==> src/rtl/div_seq_param.sv <==
`default_nettype none
// ============================================================================
// Module   : div_seq_param
// Purpose  : Parametrised radix-2 restoring divider, signed/unsigned, one
//            quotient bit per clock, with early exit and cancel.
// Revision : 1.0
// ============================================================================
module div_seq_param #(
    parameter int WIDTH = 32,
    parameter int CNT_W = $clog2(WIDTH + 1)
) (
    input  logic             clk,
    input  logic             rst,
    input  logic             start,
    input  logic             kill,
    input  logic             sgn,
    input  logic [WIDTH-1:0] a,
    input  logic [WIDTH-1:0] b,
    output logic             busy,
    output logic             done,
    output logic             dbz,
    output logic             ovf,
    output logic [WIDTH-1:0] val,
    output logic [WIDTH-1:0] rem
);

    typedef enum logic [1:0] {
        S_IDLE = 2'd0,
        S_RUN  = 2'd1,
        S_FIX  = 2'd2,
        S_DONE = 2'd3
    } state_t;

    state_t             state_q;
    logic [CNT_W-1:0]   cnt_q;
    logic [WIDTH-1:0]   acc_q;
    logic [WIDTH-1:0]   quo_q;
    logic [WIDTH-1:0]   div_q;
    logic               qneg_q;
    logic               rneg_q;
    logic               busy_q;
    logic               done_q;
    logic               dbz_q;
    logic               ovf_q;
    logic [WIDTH-1:0]   val_q;
    logic [WIDTH-1:0]   rem_q;

    logic [WIDTH-1:0]   mag_a;
    logic [WIDTH-1:0]   mag_b;
    logic               a_is_min;
    logic [WIDTH:0]     shift;
    logic               ge;
    logic [WIDTH-1:0]   acc_d;
    logic [WIDTH-1:0]   quo_d;
    logic [WIDTH-1:0]   val_fix;
    logic [WIDTH-1:0]   rem_fix;

    always_comb begin
        mag_a    = (sgn && a[WIDTH-1]) ? -a : a;
        mag_b    = (sgn && b[WIDTH-1]) ? -b : b;
        a_is_min = (a == {1'b1, {(WIDTH-1){1'b0}}});
        // The partial remainder always stays below the divisor, so only the
        // shifted value needs the extra bit.
        shift    = {acc_q, quo_q[WIDTH-1]};
        ge       = (shift >= {1'b0, div_q});
        acc_d    = ge ? WIDTH'(shift - {1'b0, div_q}) : shift[WIDTH-1:0];
        quo_d    = {quo_q[WIDTH-2:0], ge};
        val_fix  = qneg_q ? -quo_q : quo_q;
        rem_fix  = rneg_q ? -acc_q : acc_q;
    end

    always_ff @(posedge clk or negedge rst) begin
        if (!rst) begin
            state_q <= S_IDLE;
            cnt_q   <= '0;
            acc_q   <= '0;
            quo_q   <= '0;
            div_q   <= '0;
            qneg_q  <= 1'b0;
            rneg_q  <= 1'b0;
            busy_q  <= 1'b0;
            done_q  <= 1'b0;
            dbz_q   <= 1'b0;
            ovf_q   <= 1'b0;
            val_q   <= '0;
            rem_q   <= '0;
        end else begin
            done_q <= 1'b0;
            case (state_q)
                S_IDLE: begin
                    // A start coinciding with the done pulse is dropped.
                    if (start && !done_q) begin
                        dbz_q <= 1'b0;
                        ovf_q <= 1'b0;
                        if (b == '0) begin
                            val_q   <= '1;
                            rem_q   <= a;
                            dbz_q   <= 1'b1;
                            state_q <= S_DONE;
                        end else if (sgn && a_is_min && (&b)) begin
                            val_q   <= a;
                            rem_q   <= '0;
                            ovf_q   <= 1'b1;
                            state_q <= S_DONE;
                        end else begin
                            div_q   <= mag_b;
                            quo_q   <= mag_a;
                            acc_q   <= '0;
                            cnt_q   <= '0;
                            qneg_q  <= sgn & (a[WIDTH-1] ^ b[WIDTH-1]);
                            rneg_q  <= sgn & a[WIDTH-1];
                            busy_q  <= 1'b1;
                            state_q <= S_RUN;
                        end
                    end
                end
                S_RUN: begin
                    if (kill) begin
                        busy_q  <= 1'b0;
                        state_q <= S_IDLE;
                    end else begin
                        acc_q <= acc_d;
                        quo_q <= quo_d;
                        cnt_q <= cnt_q + 1'b1;
                        if (cnt_q == CNT_W'(WIDTH - 1)) begin
                            state_q <= S_FIX;
                        end
                    end
                end
                S_FIX: begin
                    busy_q  <= 1'b0;
                    if (kill) begin
                        state_q <= S_IDLE;
                    end else begin
                        val_q   <= val_fix;
                        rem_q   <= rem_fix;
                        state_q <= S_DONE;
                    end
                end
                S_DONE: begin
                    done_q  <= 1'b1;
                    state_q <= S_IDLE;
                end
                default: begin
                    state_q <= S_IDLE;
                end
            endcase
        end
    end

    assign busy = busy_q;
    assign done = done_q;
    assign dbz  = dbz_q;
    assign ovf  = ovf_q;
    assign val  = val_q;
    assign rem  = rem_q;

endmodule
`default_nettype wire

==> config.mk <==
export PLATFORM = sky130hd
export DESIGN_NAME = div_seq_param
export DESIGN_NICKNAME = d
export VERILOG_FILES = /design/src/rtl/div_seq_param.sv
export SDC_FILE = /design/constraint.sdc
export NUM_CORES = 1
export LEC_CHECK = 0
export CORE_ASPECT_RATIO = 1.25
export CORE_MARGIN = 8
export CORE_UTILIZATION = 50
export CTS_CLUSTER_SIZE = 14
export DETAILED_ROUTE_END_ITERATION = 12
export GPL_TIMING_DRIVEN = 1
export PLACE_DENSITY = 0.83
export SKIP_CTS_REPAIR_TIMING = 1
export SLEW_MARGIN = 10
export SYNTH_ARGS = -nofsm -noshare
export SYNTH_HDL_FRONTEND = slang
export SYNTH_SLANG_ARGS = --single-unit
==> constraint.sdc <==
create_clock -name clk -period 9.2 [get_ports clk]
set_input_delay 0.92 -clock clk [delete_from_list [all_inputs] [get_ports clk]]
set_output_delay 0.92 -clock clk [all_outputs]
set_load 0.03 [all_outputs]
Word level (Yosys, flattened, before mapping):

Cells that the tools add are included.

* register bits: 174
* bits of input ports: 69
* logic and storage cells: 102

* order comparisons: 1
* reduce and logical (&&, ||, !) cells: 18
* equality and inequality tests: 13
* add/sub/neg operators: 6
* bitwise logic cells: 5
* multiplexer cells: 46

Operators with widths (number)
* $mux 32: 21
* $pmux 32 s2: 4
* $neg 32->32: 4
* $ge 33x32->1: 1
* $eq 32x32->1 const B: 1
* $logic_not 32->1: 1
* $reduce_and 32->1: 1
* $sub 32x32->32: 1
* $mux 6: 4
* $mux 2: 6
* $ne 2x2->1 const B: 6
* $pmux 6 s2: 1
* $reduce_and 5->1: 2
* $mux 1: 8
* $pmux 2 s4: 1
* $reduce_and 4->1: 2
* $add 6x1->6 const B: 1
* $eq 6x5->1 const B: 1
* $ne 3x3->1 const B: 2
* $logic_and 1x1->1: 5
* $eq 2x2->1 const B: 2
* $reduce_and 2->1: 2
* $reduce_bool 2->1: 2
* $pmux 1 s3: 1
* 7 further kinds: 9

Logic depth before layout (Yosys ltp):

* depth after elaboration: 7
* mapped depth: 13
* depth with buffers taken out: 13

Worst setup path before layout:

Ideal clock, no wire load.

* path type: input -> register
* start point: input port b[26]
* end point: register val_q[0], in the netlist val[0]
* buffers on the path: 2
* path slack: 5.697 ns
* library setup time: 0.125 ns
* arrival: 3.378 ns
* cell stages on the path: 9
* path through: or4_4 or3_1 or4_1 clkbuf_1 o21ai_2 nand2_1 a21oi_4 buf_4 mux2_2

* cells in the longest elaborated chain, start to end: 4

RTL lines
* from (decl): line 18 `input logic [WIDTH-1:0] b,`
* $logic_not 32->1 or $reduce_and 32->1 (tied branches): line 95, 100
* $mux 32 or $logic_and 1x1->1 (tied branches): line 95, 100
* $mux 32 or $ne 3x3->1 (tied branches)
* $pmux 32 s2 or $reduce_and 4->1 (tied branches)
* to (signal assigned): line 135 `val_q <= val_fix;`
* to (decl): line 45 `logic [WIDTH-1:0] val_q;`

Several ways; a longest one is shown, not always the timed one. The select of a mux whose other input is x is not followed.
A chain may end at the register's enable or synchronous reset.

Final worst setup path:

* start point: input port b[26]
* end point: register val_q[16], in the netlist val[16]

Same word-level chain as after synthesis.

==> flow_metrics.py <==
metrics = {
    "status": {
        "run_status": "completed",
    },
    "clock_tree": {
        "clk_latency_ns": 0.44,
        "cts_tree": "yes",
        "cts_root_buffer": "clkbuf_16",
        "cts_buffers": 17,
        "clk_pin_slew_ns": 0.07,
        "htreeDepth": 4,
        "clock_sinks": 174,
        "clock_path_buffers": 2,
    },
    "setup_path": {
        "r2r_end": "acc_q[30]",
        "crit_arrival_ns": 5.43,
        "end_kind": "register",
        "critPathRequiredTime_ns": 9.52,
        "crit_type": "in2reg",
        "setup.worst_path.start_class": "input port",
        "worstReg2RegStart": "acc_q[11]",
        "critPathLaunch": "b[26]",
        "r2r_setup_slack_ns": 5.19,
        "r2r_cells": 11,
        "path_max_fanout": 61,
    },
    "placed_design": {
        "io_buffers": 136,
        "dp.cells": 1771,
        "dp_hpwl_microns": 24500,
        "gp_congestion": 0.928,
    },
    "global_routing": {
        "overflow": 0,
        "grt_antenna_before_repair": 0,
        "grt_pass1_vias": 10700,
        "grt_use_total": 0.225,
        "grt_pass1_wl_microns": 53500,
        "grt_max_degree": 102,
    },
    "detailed_routing": {
        "drt_wl_total_microns": 32700,
        "avgViaCountPerCell": 6.03,
        "num_vias": 10900,
        "firstDrtPassIters": 8,
        "drc_errors": 0,
        "drt-initial-drc-count": 937,
        "ant_nets": 0,
        "wl_per_cell_microns": 18.1,
    },
    "pwr": {
        "pwr-share-comb": 0.611,
        "power.share.clock": 0.131,
        "swShare": 0.489,
        "p_int_uw": 2900,
        "powerDensity_nw_per_um2": 410,
        "seqPwrFrac": 0.258,
        "switchingPower_uw": 2780,
        "p_leak_uw": 0.00567,
        "peakVddDrop_mv": 0.213,
    },
    "layout": {
        "antenna_cells": 0,
        "nNetsFinal": 1610,
        "syn2layout_area_growth_pct": 17.4,
        "instances_no_fill": 1803,
        "drive_above_1_share": 0.0483,
        "postLayoutCoreUtil": 0.591,
    },
    "floorplan": {
        "io_pins": 137,
        "num_rows": 63,
        "die_area_sq_um": 28800,
        "coreArea_sq_um": 23500,
        "start_util": 0.503,
        "die_y_microns": 188,
        "dieWidth_microns": 154,
    },
    "synth": {
        "synth_fp_nets": 1527,
        "avgSynthCellArea_sq_um": 8.35,
        "synthXorXnorAreaFrac": 0.107,
        "synthFlopType": "dfrtp_1",
        "synth_fa_ha_area_frac": 0.0462,
        "synth_cell_types": 59,
        "synth-simple-area-share": 0.169,
        "yosysWarningCount": 0,
        "synth_top_family_by_area": "compound AO/OA/AOI/OAI gates",
        "ys_seq_area_frac": 0.368,
        "synth_mux_area_frac": 0.0276,
        "ys_ff_latch": 174,
        "netlist_instances": 1415,
        "synth_area_sq_um": 11800,
        "synth_compound_gate_area_share": 0.232,
        "synthArstFlopShare": 1.00,
        "synth_edf_count": 0,
    },
    "sta": {
        "period_needed_ns": 5.11,
        "tightest_slew_ns": 1.02,
        "fmax_mhz": 196,
        "fin_worst_skew_ns": 0.0154,
        "setup_tns_ns": 0,
        "fin_crit_sh": 0.555,
        "max_slew_margin": 0.317,
        "finalHoldViolCount": 0,
        "finalMaxSlewViolations": 0,
        "timing.hold.ws_ns": 0.505,
        "rsz0062_at_grt": "false",
        "setup_viol": 0,
    },
    "worst_hold_path": {
        "min_to": "val[13]",
        "min_from": "val[13]",
        "hold_path_class": "reg2reg",
        "whs_path_depth": 1,
    },
    "run": {
        "maxCapViolations": 0,
    },
}
==> cell families (layout without fill, tap and decap cells) <==
family	Yosys count	after routing
fa+ha+maj	43	43
compound gates	450	450
buf+inv	142	238
xor+xnor	145	145
flops	174	174
simple gates	431	431
mux	30	30
==> final cells by class <==
| cell class | instances | area (sq um) |
|---|---|---|
| Fill cell | 2052 | 9610 |
| Timing Repair Buffer | 145 | 1430 |
| Inverter | 61 | 229 |
| Multi-Input combinational cell | 1099 | 6900 |
| Clock buffer | 18 | 429 |
| Sequential cell | 174 | 4350 |
| Tap cell | 292 | 365 |
| Clock inverter | 14 | 173 |
==> synthesized netlist by cell type, types with 3 or more instances <==
cell	number	area share
ha_1	42	0.044
clkbuf_1	55	0.017
o21ai_2	3	0.0022
dfrtp_1	174	0.37
xnor2_1	82	0.061
a31oi_1	7	0.0037
buf_2	13	0.0055
nand4_1	22	0.012
xor2_1	63	0.047
and2_1	5	0.0026
o21ai_0	130	0.055
or2_2	3	0.0016
nand3b_1	4	0.0025
nor2_1	143	0.045
o31ai_1	36	0.023
a221o_1	3	0.0025
mux2i_1	9	0.0076
o21a_1	4	0.0025
a22oi_1	60	0.038
o21bai_1	6	0.0038
nand2b_1	12	0.0064
o41ai_1	16	0.012
buf_4	9	0.0057
nand2_1	134	0.043
o221ai_1	3	0.0022
or4_1	12	0.0076
o211ai_1	5	0.0032
nor3b_1	5	0.0032
mux2_2	20	0.019
nor3_1	19	0.0080
or3_1	16	0.0085
nor4_1	19	0.010
inv_1	61	0.019
nand3_1	17	0.0072
a211oi_1	5	0.0032
nor2b_1	8	0.0042
buf_1	4	0.0013
and3_1	4	0.0021
a21o_1	11	0.0070
o31a_1	3	0.0022
a21oi_1	146	0.062
==> per-layer routing <==
metal  routed length [microns]  global-route usage
met3                      1690              0.0306
met1                     13600               0.273
met4                      1250               0.108
met2                     16200               0.387
met5                         0                   0
==> metrics by stage <==
stage	total power, uW	instance area (sq um)	worst slack [ns]
finish	5690	13900	4.09
global route	6120	13900	3.93
CTS	5680	13900	4.11
detailed placement	4920	13300	3.67
global placement	4810	13300	3.78
floorplan	3950	11800	5.70
==> worst max-delay path, stage by stage <==
cell,delay (ns)
clkdlybuf4s50_1,0.56
or4_4,0.61
or3_1,0.33
or4_1,0.77
o21ai_2,0.21
nand2_1,0.13
a21oi_4,0.79
buf_4,0.66
mux2_2,0.41
==> flip-flops by register name, summed over array words and instances, names as in the netlist <==
register  cells
rneg_q        1
done          1
quo_q        32
cnt_q         6
div_q        32
ovf           1
val          32
state_q       2
busy          1
qneg_q        1
acc_q        32
dbz           1
rem          32
==> cells in the final DEF, fill, tap and decap left out, types with 4 or more instances in the layout <==
cell type,synthesis,final
mux2_2,20,20
o211ai_1,5,5
buf_4,9,9
o21a_1,4,4
nand3_1,17,17
and3_1,4,4
nand3b_1,4,4
mux2i_1,9,9
inv_8,0,4
nand4_1,22,22
nor4_1,19,19
inv_6,0,4
nor2b_1,8,8
a31oi_1,7,7
a21oi_1,146,146
nor2_1,143,142
clkbuf_16,0,17
ha_1,42,41
nand2b_1,12,12
dfrtp_1,174,174
inv_1,61,61
and2_1,5,5
clkdlybuf4s50_1,0,135
o31ai_1,36,36
or3_1,16,16
nor3_1,19,19
nor3b_1,5,5
a21o_1,11,11
a22oi_1,60,60
o21bai_1,6,6
a211oi_1,5,5
xor2_1,63,63
xnor2_1,82,82
o41ai_1,16,16
nand2_1,134,134
o21ai_0,130,130
or4_1,12,12
==> power groups by stage <==
stage	logic, uW	clock network, uW	registers [uW]
2_1_floorplan	2300	0	1640
3_3_place_gp	3360	0	1460
3_5_place_dp	3450	0	1470
4_1_cts	3470	751	1460
5_1_grt	3820	785	1510
6_report	3480	745	1460
==> worst max-delay path by stage <==
stage / endpoint / slack [ns]
floorplan: val[0] / 5.70
global placement: val[10] / 3.78
detailed placement: val[16] / 3.67
CTS: val[16] / 4.11
global route: val[16] / 3.93
finish: val[16] / 4.09
Note: power is estimated with default switching activity, not from simulation.
